File: config.mk
export PLATFORM = sky130hd
export DESIGN_NAME = hazard_scoreboard
export DESIGN_NICKNAME = d
export VERILOG_FILES = /design/src/rtl/hazard_scoreboard.sv
export SDC_FILE = /design/constraint.sdc
export NUM_CORES = 1
export LEC_CHECK = 0
export ABC_AREA = 1
export CORE_UTILIZATION = 30
export DETAILED_ROUTE_END_ITERATION = 8
export GPL_ROUTABILITY_DRIVEN = 1
export SLEW_MARGIN = 40
export SYNTH_ARGS = -nofsm -noshare
export SYNTH_HDL_FRONTEND = slang
export SYNTH_SLANG_ARGS = --single-unit
File: constraint.sdc
create_clock -name clk -period 1.1 [get_ports clk]
set_input_delay 0.11 -clock clk [delete_from_list [all_inputs] [get_ports clk]]
set_output_delay 0.11 -clock clk [all_outputs]
set_load 0.01 [all_outputs]
File: src/rtl/hazard_scoreboard.sv
// hazard_scoreboard
//   Hazard and forwarding controller for the in-order pipeline. A table of
//   DEPTH entries {valid, rd, load} follows every in-flight register write
//   from E (stage 1) down to W (stage DEPTH). The table drives load-use
//   stalls, branch flushes and per-operand forwarding selects.
//
//   Optional feature: define HAZARD_SB_MULTICYCLE_EN to build the multi-cycle
//   execute counter. This counter holds E for MC_LAT cycles. With the macro
//   undefined, mc_d is ignored and mc_busy/stall_e are tied low.
//
// Ports
//   clk, rst              clock (rising edge), synchronous active-low reset
//   issue_valid           decode holds a valid instruction
//   rs1_d, rs2_d, rd_d    decode source/destination registers
//   regwrite_d, load_d    decode writes rd / result comes from memory
//   mc_d                  decode instruction is a multi-cycle execute op
//   rs1_e, rs2_e          execute-stage source registers
//   pcsrc_e               taken branch/redirect resolved in E
//   stall_f, stall_d      hold PC / hold IF-ID
//   flush_d, flush_e      clear IF-ID / clear ID-EX
//   stall_e               hold ID-EX, bubble into M
//   fwd_a_e, fwd_b_e      0 = register file, k = forward from stage k+1
//   mc_busy               multi-cycle op occupying E
module hazard_scoreboard #(
  parameter int unsigned DEPTH      = 3,
  parameter int unsigned AW         = 5,
  parameter int unsigned LOAD_AVAIL = 3,
  parameter int unsigned MC_LAT     = 4,
  parameter int unsigned FW         = $clog2(DEPTH)
) (
  input  logic          clk,
  input  logic          rst,
  input  logic          issue_valid,
  input  logic [AW-1:0] rs1_d,
  input  logic [AW-1:0] rs2_d,
  input  logic [AW-1:0] rd_d,
  input  logic          regwrite_d,
  input  logic          load_d,
  input  logic          mc_d,
  input  logic [AW-1:0] rs1_e,
  input  logic [AW-1:0] rs2_e,
  input  logic          pcsrc_e,
  output logic          stall_f,
  output logic          stall_d,
  output logic          flush_d,
  output logic          flush_e,
  output logic          stall_e,
  output logic [FW-1:0] fwd_a_e,
  output logic [FW-1:0] fwd_b_e,
  output logic          mc_busy
);

  // In-flight write table, index 1 = E ... DEPTH = W
  logic          tbl_vld_q [1:DEPTH];
  logic          tbl_vld_d [1:DEPTH];
  logic [AW-1:0] tbl_rd_q  [1:DEPTH];
  logic [AW-1:0] tbl_rd_d  [1:DEPTH];
  logic          tbl_ld_q  [1:DEPTH];
  logic          tbl_ld_d  [1:DEPTH];

  logic          ld_stall;
  logic          busy;
  logic          stall_d_int;
  logic          enter;
  logic [FW-1:0] fwd_a_sel;
  logic [FW-1:0] fwd_b_sel;

  // Load-use detection: an entry at stage k whose result becomes available
  // later than k+1 cannot reach E in time for the decode instruction.
  always_comb begin
    ld_stall = 1'b0;
    for (int unsigned k = 1; k <= DEPTH; k++) begin
      if (tbl_vld_q[k] && ((tbl_ld_q[k] ? LOAD_AVAIL : 32'd2) > k + 1)) begin
        if (rs1_d != '0 && rs1_d == tbl_rd_q[k]) ld_stall = 1'b1;
        if (rs2_d != '0 && rs2_d == tbl_rd_q[k]) ld_stall = 1'b1;
      end
    end
  end

  // Youngest match wins: scan oldest to youngest so the smallest k is
  // assigned last.
  always_comb begin
    fwd_a_sel = '0;
    fwd_b_sel = '0;
    for (int unsigned k = DEPTH; k >= 2; k--) begin
      if (tbl_vld_q[k] && rs1_e != '0 && tbl_rd_q[k] == rs1_e) fwd_a_sel = FW'(k - 1);
      if (tbl_vld_q[k] && rs2_e != '0 && tbl_rd_q[k] == rs2_e) fwd_b_sel = FW'(k - 1);
    end
  end

`ifdef HAZARD_SB_MULTICYCLE_EN
  localparam int unsigned MCW = $clog2(MC_LAT);

  logic [MCW-1:0] mc_cnt_q;
  logic [MCW-1:0] mc_cnt_d;
  logic           mc_enter;

  assign busy     = (mc_cnt_q != '0);
  assign mc_enter = issue_valid & mc_d & ~stall_d_int & ~pcsrc_e & ~busy;

  always_comb begin
    mc_cnt_d = mc_cnt_q;
    if (mc_enter)  mc_cnt_d = MCW'(MC_LAT - 1);
    else if (busy) mc_cnt_d = mc_cnt_q - 1'b1;
  end

  always_ff @(posedge clk) begin
    if (!rst) mc_cnt_q <= '0;
    else      mc_cnt_q <= mc_cnt_d;
  end
`else
  logic unused_mc;

  assign unused_mc = mc_d;
  assign busy      = 1'b0;
`endif

  assign stall_d_int = (ld_stall | busy) & ~pcsrc_e;
  assign enter       = issue_valid & regwrite_d & (rd_d != '0) & ~stall_d_int & ~pcsrc_e;

  // Table advance. While E is held, the E entry stays put and a bubble
  // is inserted at M; older entries keep draining.
  always_comb begin
    for (int unsigned k = 1; k <= DEPTH; k++) begin
      tbl_vld_d[k] = tbl_vld_q[k];
      tbl_rd_d[k]  = tbl_rd_q[k];
      tbl_ld_d[k]  = tbl_ld_q[k];
    end
    if (!busy) begin
      for (int unsigned k = DEPTH; k >= 2; k--) begin
        tbl_vld_d[k] = tbl_vld_q[k-1];
        tbl_rd_d[k]  = tbl_rd_q[k-1];
        tbl_ld_d[k]  = tbl_ld_q[k-1];
      end
      tbl_vld_d[1] = enter;
      tbl_rd_d[1]  = rd_d;
      tbl_ld_d[1]  = load_d;
    end else begin
      for (int unsigned k = DEPTH; k >= 3; k--) begin
        tbl_vld_d[k] = tbl_vld_q[k-1];
        tbl_rd_d[k]  = tbl_rd_q[k-1];
        tbl_ld_d[k]  = tbl_ld_q[k-1];
      end
      tbl_vld_d[2] = 1'b0;
    end
  end

  always_ff @(posedge clk) begin
    if (!rst) begin
      for (int unsigned k = 1; k <= DEPTH; k++) begin
        tbl_vld_q[k] <= 1'b0;
        tbl_rd_q[k]  <= '0;
        tbl_ld_q[k]  <= 1'b0;
      end
    end else begin
      for (int unsigned k = 1; k <= DEPTH; k++) begin
        tbl_vld_q[k] <= tbl_vld_d[k];
        tbl_rd_q[k]  <= tbl_rd_d[k];
        tbl_ld_q[k]  <= tbl_ld_d[k];
      end
    end
  end

  // Every output is held low while reset is asserted.
  assign stall_f = rst & stall_d_int;
  assign stall_d = rst & stall_d_int;
  assign flush_d = rst & pcsrc_e;
  assign flush_e = rst & (pcsrc_e | (ld_stall & ~busy));
  assign stall_e = rst & busy;
  assign mc_busy = rst & busy;
  assign fwd_a_e = rst ? fwd_a_sel : '0;
  assign fwd_b_e = rst ? fwd_b_sel : '0;

endmodule

## Yosys cells after proc, flatten, opt, wreduce, memory -nomap -nowiden

Memories as Yosys holds them, arrays and structs flattened.
Cells that the tools add are included.

| storage, ports and cells | value |
|---|---|
| flip-flop bits (word level) | 0 |
| bits in latches | 0 |
| memory bits (writable) | 21 |
| ROM bits | 0 |
| input bits | 32 |
| output and inout bits | 10 |
| logic and storage cells | 87 |
| memories kept | 3 |

| cells by class | value |
|---|---|
| add/subtract/negate cells | 0 |
| multiply operators | 0 |
| div/mod/pow operators | 0 |
| magnitude comparators | 3 |
| equality and inequality tests | 10 |
| shifts and indexed selects | 0 |
| mux-type cells | 29 |
| bitwise operators | 20 |
| reductions and logical operators | 22 |

Memory list:

| memory | depth | bits a word | rd ports | clocked after memory_dff | wr ports | line | text |
|---|---|---|---|---|---|---|---|
| tbl_rd_q | 3 | 5 | 3 | 0 | 3 | 56 | `logic [AW-1:0] tbl_rd_q [1:DEPTH];` |
| tbl_ld_q | 3 | 1 | 3 | 0 | 3 | 58 | `logic tbl_ld_q [1:DEPTH];` |
| tbl_vld_q | 3 | 1 | 3 | 0 | 3 | 54 | `logic tbl_vld_q [1:DEPTH];` |

Operator list:

| operator | count |
|---|---|
| == test 5 bit | 10 |
| nonzero test 5 bit | 5 |
| two-way mux 1 bit | 20 |
| logical AND 1 bit | 17 |
| two-way mux 5 bit | 3 |
| two-way mux 2 bit | 6 |
| bitwise OR 1 bit | 10 |
| AND 1 bit | 8 |
| greater-than comparator 2 bit (second input constant) | 2 |
| greater-than comparator 2 x 3 -> 1 bit (second input constant) | 1 |
| inverter 1 bit | 2 |

## Depth between registers and ports, before layout

Gate-level depths: netlist of the first run.
An unclocked memory read counts as a cell.

| logic depth | value |
|---|---|
| word-level depth | 17 |
| depth in mapped cells | 9 |
| mapped depth without buffers | 8 |

## Worst setup path before layout of the first run

No wires, ideal clock.

| path | value |
|---|---|
| path kind | register to output |
| start point | reg tbl_rd_q[0][5] (netlist name) |
| end point | out stall_f |
| arrival | 1.092 ns |
| data required time | 0.990 ns |
| path slack | -0.102 ns |
| stages on the path, launching flop included | 10 |
| path buffers | 1 |
| cell sequence | dfxtp_1 -> inv_2 -> nand2_1 -> nand2_1 -> nor2_1 -> nand3_1 -> nand2_2 -> nand3_2 -> nor2_2 -> buf_4 |

RTL lines:

| element | line | text |
|---|---|---|
| to (decl) | 43 | `output logic stall_f,` |

==> metrics.md, run 1 <==
| Metric | Value |
|---|---|
| Die height | 65.4 µm |
| TNS Setup | -2.46 ns |
| Crit. End Element | output port |
| FMAX | 0.675 GHz |
| Global-route wire length before repair | 4870 µm |
| Slowest cell on crit path | dfxtp_2 |
| RSZ-0062 raised after global routing | true |
| First DRT Iteration DRCs | 61 |
| Most area-consuming cells after synthesis | dfxtp_1, nand2_1, inv_1, nor2_1, nand4_1 |
| R2R Setup Slk | -0.24 ns |
| Post-Syn Instances | 203 |
| Hold endpoint | tbl_ld_q[0][1] |
| Clock sinks | 19 |
| Number of global-route vias before repair | 1,177 |
| TritonCTS clock tree | done |
| Most common cell on crit path | nand2_1 |
| Routability cong. | 0.829 |
| Min-Delay Path Class | in -> reg |
| Port bufs | 38 |
| Post-synth cell types | 28 |
| Fin. Hold Viols | 0 |
| Wire per inst | 9.30 µm |
| Num CTS Buffers | 3 |
| Grt total ovfl | 0 |
| Clock Path Buffers | 2 |
| 1st-pass router iterations | 4 |
| Worst R2R End | tbl_vld_q[0][1] |
| Final clock skew | 0.000975 ns |
| Die W | 65.4 µm |
| Slew Limit Fails | 0 |
| Nets | 287 |
| Failing checks | negative setup slack |
| Crit start category | flip-flop |
| Area Growth Syn to Fin | 53.4% |
| Starting Density | 32.0% |
| Period utilization | 135% |
| Post-DR vias/cell | 4.25 |
| Routed via count | 1,285 |
| Crit path kind | reg -> out |
| Required @ worst endpoint | 0.99 ns |
| Mapped Area | 1210 µm² |
| Share of layout cells above drive strength 1 | 28.7% |
| Skew-Pair Late Insertion Delay | 0.25 ns |
| Hold slack | 0.381 ns |
| Antenna-violating nets left | 0 |
| Tmin final | 1.48 ns |
| Fillers | 404 |
| Diode count | 0 |
| Clock Root Buffer | clkbuf_8 |
| Core ar. | 3770 µm² |
| Worst IR Drop VDD | 0.437 mV |
| Lkg Pwr | 1.04 nW |
| Largest net degree at the start of global routing | 11 |
| Worst Reg2Reg Path Length in Cells | 11 |
| Final setup viols | 8 |
| Row cnt | 22 |
| Cells along the critical path | inv_2 -> nand2_1 -> nand2_1 -> nor2_1 -> nand3_1 -> nand2_2 -> nand3_4 -> nor2_4 -> buf_6 |
| Clock-pin slew on the worst setup and hold paths | 0.07 ns |
| Cell family with most CP delay | simple AND/OR/NAND/NOR gates |
| Worst hold stages | 3 |
| Initial antenna violation count | 0 |
| Crit Reg-Reg Startpoint | tbl_rd_q[0][6] |
| Worst stage delay on the critical path | 0.36 ns |
| Hpwl dp | 2170 µm |
| Crit path buf inv count | 2 |
| Status | finished, violations left |
| Ports | 42 |
| Synth warn | 0 |
| Post-Synthesis Mean Instance Area | 5.94 µm² |
| Synth area leader | dfxtp_1 |
| Routed WL | 2810 µm |
| Yosys top cell area share | 31.5% |
| Drt drc | 0 |
| # Max-Cap Violations | 0 |
| FF+latch count, synth | 19 |
| Hold Startpoint | load_d |
| Crit-path max FO | 4 |
| Die area | 4280 µm² |
| GRT Overall Usage | 14.7% |
| Pwr per Cell Area | 852 nW/µm² |
| Post-synthesis sequential area ratio | 31.5% |
| Most frequent cells in the layout | nand2_1, inv_1, nor2_1, dlygate4sd2_1, clkdlybuf4s50_1 |
| Setup slack after layout | -0.381 ns |
| H-tree level count | 1 |
| Crit path arrival time | 1.37 ns |
| Leading cell type in the layout, fill and taps excluded | nand2_1 |
## cell usage after synthesis
cell	instances
nor4_1	1
o21ai_0	1
o21a_1	1
o2111ai_1	1
bufbuf_8	1
nor3b_2	1
nor3_1	5
nand3_1	3
a21oi_1	3
o211ai_1	1
nand4_1	6
xnor2_1	4
xor2_1	1
or2_1	2
clkbuf_1	1
buf_4	3
conb_1	1
dfxtp_1	19
o22ai_1	3
inv_2	6
or2_0	1
nand2_1	70
nand3_2	1
nand2_2	1
nor2_1	23
inv_1	41
nor2_2	1
nor3b_1	1
## cell families (layout without fill, tap and decap cells)
| logic type | count (synthesis) | count (layout) | synth area share [%] |
|---|---|---|---|
| simple gates | 116 | 116 | 41.0 |
| buf+inv | 52 | 102 | 18.4 |
| flops | 19 | 19 | 31.5 |
| compound gates | 10 | 10 | 5.19 |
| xor+xnor | 5 | 5 | 3.63 |
| other cells | 1 | 2 | 0.311 |
## area by class of cell
cell class | count | area [µm²] | area share (%)
clock buffers | 4 | 45.0 | 2.43
well taps | 48 | 60.1 | 3.25
multi-input cells | 133 | 702 | 37.9
repair buffers | 51 | 454 | 24.5
inverters | 47 | 181 | 9.80
flip-flops and latches | 19 | 408 | 22.0
## where the power goes
part | leakage (nW) | internal (mW) | switching, mW
logic | 0.851 | 0.189 | 0.175
clock network | 0.0228 | 0.257 | 0.214
registers | 0.162 | 0.713 | 0.0301
total | 1.04 | 1.16 | 0.418
## metal layers
layer | vias to the layer above | global-route usage [%] | wire length (µm)
met3 | 4 | 2.95 | 142
met2 | 30 | 24.2 | 1290
met1 | 547 | 18.8 | 1340
met4 | 0 | 5.71 | 31
li1 | 704 | - | -
met5 | - | 0 | 0
## worst register-to-register path, cell delays in order (launching register included)
cell,delay (ns)
dfxtp_4,0.36
inv_4,0.05
nand2_1,0.04
nand2_1,0.06
nor2_1,0.05
nand3_1,0.07
nand2_2,0.09
buf_4,0.14
buf_6,0.10
buf_6,0.10
buf_4,0.12
a21oi_2,0.10
## how the worst max path moves through the flow
stage,start,depth (start not counted),end,slack (ns)
floorplan,tbl_rd_q[0][7],9,stall_f,-0.05
global route,tbl_rd_q[0][6],9,stall_d,-0.49
CTS,tbl_rd_q[0][6],9,stall_d,-0.41
detailed placement,rs1_d[1],10,stall_d,-0.87
finish,tbl_rd_q[0][8],9,stall_d,-0.38
global placement,rs1_d[1],10,stall_d,-0.85
## timing repair
action / CTS / global route
pin swaps: 11 / 13
endpoints found under the setup margin: 8 / 9
hold buffers: 0 / 0
setup buffers: 2 / 4
gates resized for setup: 59 / 39
gates cloned: 1 / 0
## stage by stage
stage                     setup slack (ns)  cell area (µm²)  power [mW]  instances  util, %
final                               -0.381             1850        1.58        302     49.1
after global routing                -0.490             1850        1.70        302     49.1
after CTS                           -0.409             1710        1.56        298     45.4
after detailed placement            -0.875             1670        1.09        291     44.2
after global placement              -0.854             1670        1.09        291     44.2
after floorplan                    -0.0549             1230       0.915        204        -
## flip-flops by register name, indices dropped and copies added (netlist names)
signal / count
tbl_vld_q: 3
tbl_ld_q: 1
tbl_rd_q: 15
Power figures use the tool's default switching activity.
==> run 2: changes to the inputs <==
--- a/config.mk
+++ b/config.mk
@@ -6,6 +6,7 @@
 export NUM_CORES = 1
 export LEC_CHECK = 0
 export ABC_AREA = 1
+export CORE_MARGIN = 2
 export CORE_UTILIZATION = 30
 export DETAILED_ROUTE_END_ITERATION = 8
 export GPL_ROUTABILITY_DRIVEN = 1
==> metrics.md, run 2 (same netlist as run 1, synthesis figures left out) <==
| Metric | Value |
|---|---|
| Routed via count | 1,262 (-1.8%) |
| Number of global-route vias before repair | 1,146 (-2.6%) |
| Seq. cell area | 402 µm² (-1.5%) |
| Die height | 67.4 µm (+3.1%) |
| Skew-Pair Late Insertion Delay | 0.25 ns (about the same) |
| RSZ-0062 raised after global routing | true |
| Share of layout cells above drive strength 1 | 21.7% (-7.1 points) |
| Crit start category | flip-flop |
| GRT Overall Usage | 12.8% (-1.9 points) |
| Starting Density | 30.6% (-1.4 points) |
| 1st-pass router iterations | 4 (unchanged) |
| Slew Limit Fails | 0 (unchanged) |
| Failing checks | negative setup slack |
| Ports | 42 (unchanged) |
| Die area | 4540 µm² (+6.2%) |
| Num CTS Buffers | 3 (unchanged) |
| Worst IR Drop VDD | 0.507 mV (+16%) |
| Core ar. | 3940 µm² (+4.5%) |
| Area Growth Syn to Fin | 46.5% |
| Fin. Hold Viols | 0 (unchanged) |
| Initial antenna violation count | 0 (unchanged) |
| Final clock skew | 0.00369 ns (+0.00272 ns) |
| Clock sinks | 19 (unchanged) |
| Multi-input gate area | 667 µm² (-5.0%) |
| Nets | 282 (-1.7%) |
| Hpwl dp | 2190 µm (+0.71%) |
| Largest net degree at the start of global routing | 12 (+1) |
| Drt drc | 0 (unchanged) |
| First DRT Iteration DRCs | 45 (-26%) |
| Post-CTS Hold Buffers | 0 (unchanged) |
| Clock Root Buffer | clkbuf_8 |
| R2R Setup Slk | 0.12 ns (+0.36 ns) |
| Crit-path max FO | 4 (unchanged) |
| Required @ worst endpoint | 0.99 ns (about the same) |
| TritonCTS clock tree | done |
| # Max-Cap Violations | 0 (unchanged) |
| Antenna-violating nets left | 0 (unchanged) |
| Largest regs | tbl_rd_q x15, tbl_vld_q x3, tbl_ld_q x1 |
| Grt total ovfl | 0 (unchanged) |
| Row cnt | 23 (+4.5%) |
| Status | finished, violations left |
| Largest reg by FF count | tbl_rd_q |
| Wire per inst | 8.87 µm (-4.6%) |
| Global-route wire length before repair | 4480 µm (-8.1%) |
| Crit. End Element | output port |
| Diode count | 0 (unchanged) |
| Dpl cells | 293 (+0.69%) |
| Pwr per Cell Area | 871 nW/µm² (+2.1%) |
| Routability cong. | 0.840 (+1.4%) |
| Setup slack after layout | -0.382 ns (-0.00122 ns) |
| Post-route insts no fill | 299 (-0.99%) |
| Crit path arrival time | 1.37 ns (about the same) |
| Min-Delay Path Class | in -> reg |
| Hold slack | 0.379 ns (-0.00210 ns) |
| Port bufs | 38 (unchanged) |
| Final setup viols | 7 (-1) |
| Die W | 67.4 µm (+3.1%) |
| Leading cell type in the layout, fill and taps excluded | nand2_1 |
| Max FFs per register | 15 (unchanged) |
| Lkg Pwr | 0.977 nW (-5.6%) |
| Crit path kind | reg -> out |
| Layout Utilization | 44.8% (-4.3 points) |
| Routed WL | 2650 µm (-5.6%) |
| Tmin final | 1.48 ns (+0.00122 ns) |
| Period utilization | 135% (about the same) |
| Clock Path Buffers | 2 (unchanged) |
| Fillers | 435 (+7.7%) |
| H-tree level count | 1 (unchanged) |
| FMAX | 0.675 GHz (about the same) |
| Clock-pin slew on the worst setup and hold paths | 0.07 ns (about the same) |
| Post-DR vias/cell | 4.22 (-0.80%) |
| Most frequent cells in the layout | nand2_1, inv_1, nor2_1, clkdlybuf4s50_1 |
[run 2: layer usage]
layer | GRT usage, % | up-vias | routed length, µm
met5 | 0 | - | 0
met4 | 3.83 | 0 | 17
met3 | 1.50 | 2 | 160
met2 | 23.5 | 38 | 1240
met1 | 15.5 | 527 | 1240
li1 | - | 695 | -
[run 2: layout make-up]
cell class	instances	share of cell area, %
clock buffer	3	2.34
clock inverter	1	0.283
inverter	47	9.99
multi-input combinational	133	37.7
sequential	19	22.7
tap	50	3.54
timing repair buffer	46	23.4
[run 2: what timing repair did]
action | in CTS | in global routing
pin swaps | 11 | 14
setup buffers | 1 | 0
gates cloned | 1 | 0
endpoints found under the setup margin | 8 | 8
resized for setup | 57 | 18
[run 2: critical path, stage by stage, from the launching register on]
cell and delay [ns]:
dfxtp_2 0.36, inv_2 0.04, nand2_1 0.05, nand2_1 0.05
nor2_1 0.11, nand3_1 0.09, nand2_2 0.11, nand3_4 0.08
nor2_4 0.13, buf_6 0.11
[run 2: path summary, 6_finish.rpt]
path | startpoint | to | cells past startpoint
worst min register to register | tbl_vld_q[0][1] | tbl_vld_q[0][2] | 2
worst min-delay path | rst | tbl_rd_q[0][14] | 4
worst max register to register | tbl_rd_q[0][5] | tbl_vld_q[0][1] | 7
worst max-delay path | tbl_rd_q[0][5] | stall_d | 9
[run 2: stage by stage]
| step | power (mW) | worst slack (ns) | instance area, µm² | setup TNS, ns |
|---|---|---|---|---|
| 5_1_grt | 1.64 | -0.499 | 1770 | -3.04 |
| 6_report | 1.54 | -0.382 | 1770 | -2.30 |
| 4_1_cts | 1.55 | -0.412 | 1720 | -2.54 |
| 2_1_floorplan | 0.915 | -0.0549 | 1230 | -0.0549 |
| 3_5_place_dp | 1.09 | -0.861 | 1670 | -6.25 |
| 3_3_place_gp | 1.09 | -0.845 | 1670 | -6.24 |
[run 2: report_power, final]
part	total (mW)	switching [mW]	leakage, nW	internal (mW)
logic	0.334	0.162	0.791	0.173
clock network	0.463	0.212	0.0255	0.251
registers	0.740	0.0272	0.161	0.713
total	1.54	0.402	0.977	1.14
